[src/rtl/reg_block_mover.sv]
// Block mover between a 32-entry register file and a pair of valid/ready streams.
// STORE streams registers out through a registered output stage; LOAD writes stream beats into registers.
module reg_block_mover #(
    parameter int WIDTH   = 64,
    parameter bit SKIP_R0 = 1'b1
) (
    input  logic             clock,
    input  logic             reset_n,
    input  logic             start,
    input  logic             dir,
    input  logic [4:0]       first_reg,
    input  logic [5:0]       count,
    output logic             busy,
    output logic             done,
    output logic [4:0]       rd_addr,
    input  logic [WIDTH-1:0] rd_data,
    output logic [4:0]       wr_addr,
    output logic [WIDTH-1:0] wr_data,
    output logic             reg_write,
    output logic             out_valid,
    output logic [WIDTH-1:0] out_data,
    input  logic             out_ready,
    input  logic             in_valid,
    input  logic [WIDTH-1:0] in_data,
    output logic             in_ready
);

    // state   | meaning
    // S_IDLE  | waiting for start
    // S_STORE | reading registers into the output stream
    // S_LOAD  | writing input stream beats into registers
    // S_DONE  | one-cycle completion pulse
    typedef enum logic [1:0] {S_IDLE, S_STORE, S_LOAD, S_DONE} state_t;

    state_t           r_state;
    state_t           w_next;
    logic [4:0]       r_rd_idx;
    logic [4:0]       r_wr_idx;
    logic [5:0]       r_count;
    logic [5:0]       r_nread;
    logic [5:0]       r_nxfer;
    logic             r_prime;
    logic             r_out_valid;
    logic [WIDTH-1:0] r_out_data;

    logic [5:0]       w_eff_count;
    logic             w_start_ok;
    logic             w_xfer;
    logic             w_fetch;
    logic             w_last_xfer;
    logic             w_beat;
    logic             w_last_beat;

    assign w_eff_count = (count > 6'd32) ? 6'd32 : count;
    assign w_start_ok  = (r_state == S_IDLE) && start;
    assign w_xfer      = (r_state == S_STORE) && r_out_valid && out_ready;
    // r_prime holds off the first fetch one cycle so rd_addr settles on the new first register
    assign w_fetch     = (r_state == S_STORE) && !r_prime && (!r_out_valid || out_ready)
                         && (r_nread < r_count);
    assign w_last_xfer = w_xfer && (r_nxfer == r_count - 6'd1);
    assign w_beat      = (r_state == S_LOAD) && in_valid;
    assign w_last_beat = w_beat && (r_nxfer == r_count - 6'd1);

    always_ff @(posedge clock) begin
        if (!reset_n) r_state <= S_IDLE;
        else          r_state <= w_next;
    end

    always_comb begin
        w_next   = r_state;
        busy     = 1'b1;
        done     = 1'b0;
        in_ready = 1'b0;
        case (r_state)
            S_IDLE: begin
                busy = 1'b0;
                if (start) begin
                    if (w_eff_count == 6'd0) w_next = S_DONE;
                    else if (dir)            w_next = S_LOAD;
                    else                     w_next = S_STORE;
                end
            end
            S_STORE: if (w_last_xfer) w_next = S_DONE;
            S_LOAD: begin
                in_ready = 1'b1;
                if (w_last_beat) w_next = S_DONE;
            end
            S_DONE: begin
                done   = 1'b1;
                w_next = S_IDLE;
            end
            default: w_next = S_IDLE;
        endcase
    end

    always_ff @(posedge clock) begin
        if (!reset_n) begin
            r_rd_idx    <= '0;
            r_wr_idx    <= '0;
            r_count     <= '0;
            r_nread     <= '0;
            r_nxfer     <= '0;
            r_prime     <= 1'b0;
            r_out_valid <= 1'b0;
            r_out_data  <= '0;
        end else begin
            if (w_start_ok) begin
                r_rd_idx <= first_reg;
                r_wr_idx <= first_reg;
                r_count  <= w_eff_count;
                r_nread  <= '0;
                r_nxfer  <= '0;
                r_prime  <= 1'b1;
            end
            if (r_state == S_STORE) r_prime <= 1'b0;
            if (w_fetch) begin
                r_out_data <= rd_data;
                r_rd_idx   <= r_rd_idx + 5'd1;
                r_nread    <= r_nread + 6'd1;
            end
            if (w_xfer || w_beat) r_nxfer <= r_nxfer + 6'd1;
            if (w_beat) r_wr_idx <= r_wr_idx + 5'd1;
            if (w_fetch)     r_out_valid <= 1'b1;
            else if (w_xfer) r_out_valid <= 1'b0;
        end
    end

    assign rd_addr   = r_rd_idx;
    assign wr_addr   = r_wr_idx;
    assign wr_data   = (r_state == S_LOAD) ? in_data : '0;
    assign reg_write = w_beat && reset_n && !(SKIP_R0 && (r_wr_idx == 5'd0));
    assign out_valid = r_out_valid;
    assign out_data  = r_out_data;

endmodule
[config.mk]
export PLATFORM = sky130hd
export DESIGN_NAME = reg_block_mover
export DESIGN_NICKNAME = d
export VERILOG_FILES = /design/src/rtl/reg_block_mover.sv
export SDC_FILE = /design/constraint.sdc
export NUM_CORES = 1
export LEC_CHECK = 0
export BUFFER_PORTS_ARGS = -buffer_cell sky130_fd_sc_hd__buf_2
export CAP_MARGIN = 15
export CORE_MARGIN = 5
export CORE_UTILIZATION = 40
export CTS_BUF_LIST = sky130_fd_sc_hd__clkbuf_2
export DETAILED_ROUTE_END_ITERATION = 7
export PLACE_DENSITY = 0.75
export SYNTH_ARGS = -nofsm -noshare
export SYNTH_HDL_FRONTEND = slang
export SYNTH_SLANG_ARGS = --single-unit
[constraint.sdc]
create_clock -name clock -period 1.75 [get_ports clock]
set_clock_uncertainty 0.05 [all_clocks]
set_input_delay 0.0875 -clock clock [delete_from_list [all_inputs] [get_ports clock]]
set_output_delay 0.0875 -clock clock [all_outputs]
set_load 0.01 [all_outputs]
==> results.rst <==
.. list-table::
   :header-rows: 1

   * - Metric
     - Value
   * - Outcome
     - complete, but fails checks
   * - Failing checks
     - negative setup slack
   * - Antenna-violating nets left
     - 0
   * - Routing usage on met3
     - 0.0715
   * - Global-route wire length before repair
     - approximately 30000 um
   * - Syn avg cell area
     - 7.64 um^2
   * - Placement-stage worst setup slack
     - -0.135 ns
   * - Startpoint type of the worst setup path
     - flop
   * - Seq/Total Area, Yosys
     - 0.420
   * - Fraction of power consumed by the clock network
     - 0.109
   * - Area of the core region
     - 11300 um^2
   * - Combinational share of power
     - 0.630
   * - Met2 track utilization from global routing
     - 0.505
   * - Buffer levels on the longest clock path
     - 2
   * - Ranking of synthesized cells by area
     - dfxtp_1 42%, nand2_1 12%, and2_1 9.6%
   * - Number of maximum-capacitance constraint violations
     - 0
   * - Number of buffers inserted during clock tree synthesis
     - 9
   * - Via/cell ratio
     - 5.30
   * - Share of cells above drive strength 1
     - 0.543
   * - Tightest slew margin relative to the limit
     - 0.699
   * - Clock-pin slew on the worst setup and hold paths
     - between 0.2 and 0.3 ns
   * - Vias in the first global route
     - 5963
   * - Initial core utilization
     - 0.404
   * - Post-synth top area share
     - 0.420
   * - Post-synthesis net count
     - 759
   * - Wirelength per Cell
     - 18.8 um
   * - Number of rows in the core area
     - 39
   * - Number of iterations in the first detailed-routing pass
     - 5
   * - Peak supply drop
     - around 0.75 mV
   * - Hold crit path type
     - in2reg
   * - Global routing usage on met1
     - 0.309
   * - Synthesis warning total
     - 0
   * - Clock period minus worst slack
     - 2.09 ns
   * - Number of instances in the synthesized netlist
     - 598
   * - Arrival time reported for the critical path endpoint
     - 2.53 ns
   * - Synthesis-to-finish area growth
     - 98.8%
   * - Total global-route track usage
     - 0.277
   * - Largest net degree at the start of global routing
     - 86
   * - GR Overflow Total
     - 0
   * - Switching part of the total
     - 0.382
   * - Number of H-tree branching levels
     - 3
   * - Worst setup EP type
     - flop
   * - Die width
     - 117 um
   * - Maximum fanout along the worst path
     - 7
   * - Register bit count reported by yosys
     - 96
   * - Cell internal pwr
     - 6.29 mW
   * - Die Span Y
     - around 120 um
   * - Number of flops mapped to enable cells by yosys
     - 0
   * - Total number of clock tree sinks
     - 96
   * - Die Outline Area
     - ~14000 um^2
   * - Final number of hold-violating endpoints
     - 0
   * - Final Net Count
     - 1177
   * - Unique cell type count in the Yosys netlist
     - 38
   * - Number of vias after detailed routing
     - 6174
   * - I/O pin total
     - ~290
   * - PwrDens
     - 1120 nW/um^2
   * - Most numerous cell types in the synthesized netlist
     - 145 x nand2_1, 96 x dfxtp_1, 86 x a21oi_1, 70 x and2_1, 25 x clkbuf_1
   * - Dominant cell by count in the synthesized netlist
     - nand2_1
   * - Period Utilization, post-route
     - 1.20
   * - Net Switching
     - 3.89 mW
   * - Area of the mapped netlist
     - 4570 um^2
   * - Clock latency reported for the late side of the worst-skew pair
     - roughly 0.56 ns
   * - Highest Clock Rate
     - approximately 480 MHz
   * - Most used flip-flop cell after synthesis
     - dfxtp_1
   * - Number of antenna cells inserted
     - 0
   * - Slew at the pin closest to its max-slew limit
     - between 0.4 and 0.5 ns
   * - Weighted congestion reported at the end of routability-driven placement
     - 0.880
   * - Crit path required time
     - around 2.2 ns
   * - Count of buffers inserted at the top-level ports
     - 287
   * - Sequential share of power
     - 0.261
   * - TritonCTS clock tree
     - built
   * - Detailed Route Iter0 Violations
     - 387
   * - Type of the worst setup path
     - reg2reg
   * - FFs w/ async S/R, synth
     - 0
   * - Post-route DRC
     - 0
   * - Antenna violations before repair
     - 0
   * - Post-route core utilization
     - 0.802
   * - Setup repair after global routing missed its margin
     - true
   * - Routed wire length
     - 21900 um
   * - Max Transition Viols Final
     - 0
   * - Leakage power
     - 4.17 nW
   * - Cell type contributing the most total cell area after synthesis
     - dfxtp_1
   * - Final setup vio count
     - 144
   * - Total half-perimeter wirelength after legalization and detailed placement
     - around 12000 um
   * - FILL cells
     - approximately 700
   * - Most heavily used metal layer in global routing
     - met2
   * - Master cell of the clock root buffer
     - clkbuf_2
   * - Crit path setup slack, layout
     - -0.342 ns
power by group through the flow:
stage               registers [mW]  clock network (mW)  logic [mW]
floorplan                     2.75                   0        1.85
global placement              2.65                   0        3.51
detailed placement            2.66                   0        3.55
CTS                           2.63                1.13        5.10
global route                  2.69                1.21        6.74
finish                        2.66                1.11        6.41
cell type report:
class | count | area (um^2) | area share
well taps | 143 | 179 | 0.0197
flip-flops and latches | 96 | 1930 | 0.213
repair buffers | 445 | 3720 | 0.409
clock inverters | 7 | 71.3 | 0.00785
inverters | 15 | 58.8 | 0.00647
clock buffers | 9 | 45.0 | 0.00496
multi-input cells | 449 | 3080 | 0.339
routing by layer:
| layer | wire length, um | up-vias |
|---|---|---|
| met5 | 0 | - |
| met4 | 781 | 0 |
| met3 | 1540 | 65 |
| met2 | 11400 | 307 |
| met1 | 8140 | 2964 |
| li1 | - | 2838 |
cells in the final DEF, fill, tap and decap left out, types with 7 or more instances in the layout:
master           n
a31oi_1          9
nor2_1          21
nand3_1         17
dfxtp_1         86
and2_1           7
buf_12          16
dlygate4sd3_1   80
nand2_2         16
clkbuf_2         9
and2_4          62
a21oi_1         55
inv_1            9
buf_2          223
ha_1             8
nand2_1        115
dfxtp_2         10
o21ai_0          9
buf_4           33
nand2_4         14
buf_6           77
nand3_2          7
a21oi_2         31
registers in the layout, indices dropped and copies added, names as in the netlist:
name and cells:
out_data 64, r_count 6, r_nread 6, r_nxfer 6
rd_addr 5, wr_addr 5, r_state 2, out_valid 1
r_prime 1
timing repair:
action,4_1_cts,5_1_grt
setup endpoints to repair,146,157
endpoints found under the hold margin,90,0
resized for setup,116,189
pin swaps,15,46
cloned,12,6
buffers inserted,15,8
hold buffers,80,0
stage by stage:
| stage | std cells | hold WS (ns) | power, mW | TNS, ns | area (um^2) |
|---|---|---|---|---|---|
| after floorplan | 598 | 0.166 | 4.59 | 0 | 4630 |
| after global placement | 1036 | 0.279 | 6.16 | -2.69 | 6500 |
| after detailed placement | 1036 | 0.283 | 6.21 | -6.67 | 6500 |
| after CTS | 1159 | 0.168 | 8.86 | -31.44 | 8310 |
| after global routing | 1164 | 0.159 | 10.6 | -49.42 | 9080 |
| final | 1164 | 0.229 | 10.2 | -34.86 | 9080 |
kinds of logic (layout without fill, tap and decap cells):
family                     count (synthesis)  in the layout  synth area share
AOI/OAI and AO/OA                        125            126             0.153
and+or+nand+nor                          294            294             0.305
adders and majority gates                 16             16            0.0438
xor gates and xnor gates                   8              8            0.0153
buffers and inverters                     54            476            0.0515
DFF                                       96             96             0.420
muxes                                      5              5            0.0112
worst max-delay path: stages (launching register included):
cell,delay (ns)
dfxtp_2,0.41
inv_4,0.04
ha_4,0.23
a211oi_4,0.20
o21bai_2,0.11
buf_4,0.15
a31oi_4,0.17
buf_6,0.16
buf_6,0.13
buf_12,0.13
nand2_1,0.08
a21oi_1,0.16
path summary, 6_finish.rpt:
| kind | startpoint | end | slack (ns) | depth (start not counted) |
|---|---|---|---|---|
| hold reg to reg | out_data[28] | out_data[28] | 0.42 | 2 |
| hold / removal | rd_data[62] | out_data[62] | 0.23 | 4 |
| setup reg to reg | r_count[1] | out_data[47] | -0.34 | 11 |
| setup / recovery | r_count[1] | out_data[47] | -0.34 | 11 |
Note: power is estimated with default switching activity, not from simulation.
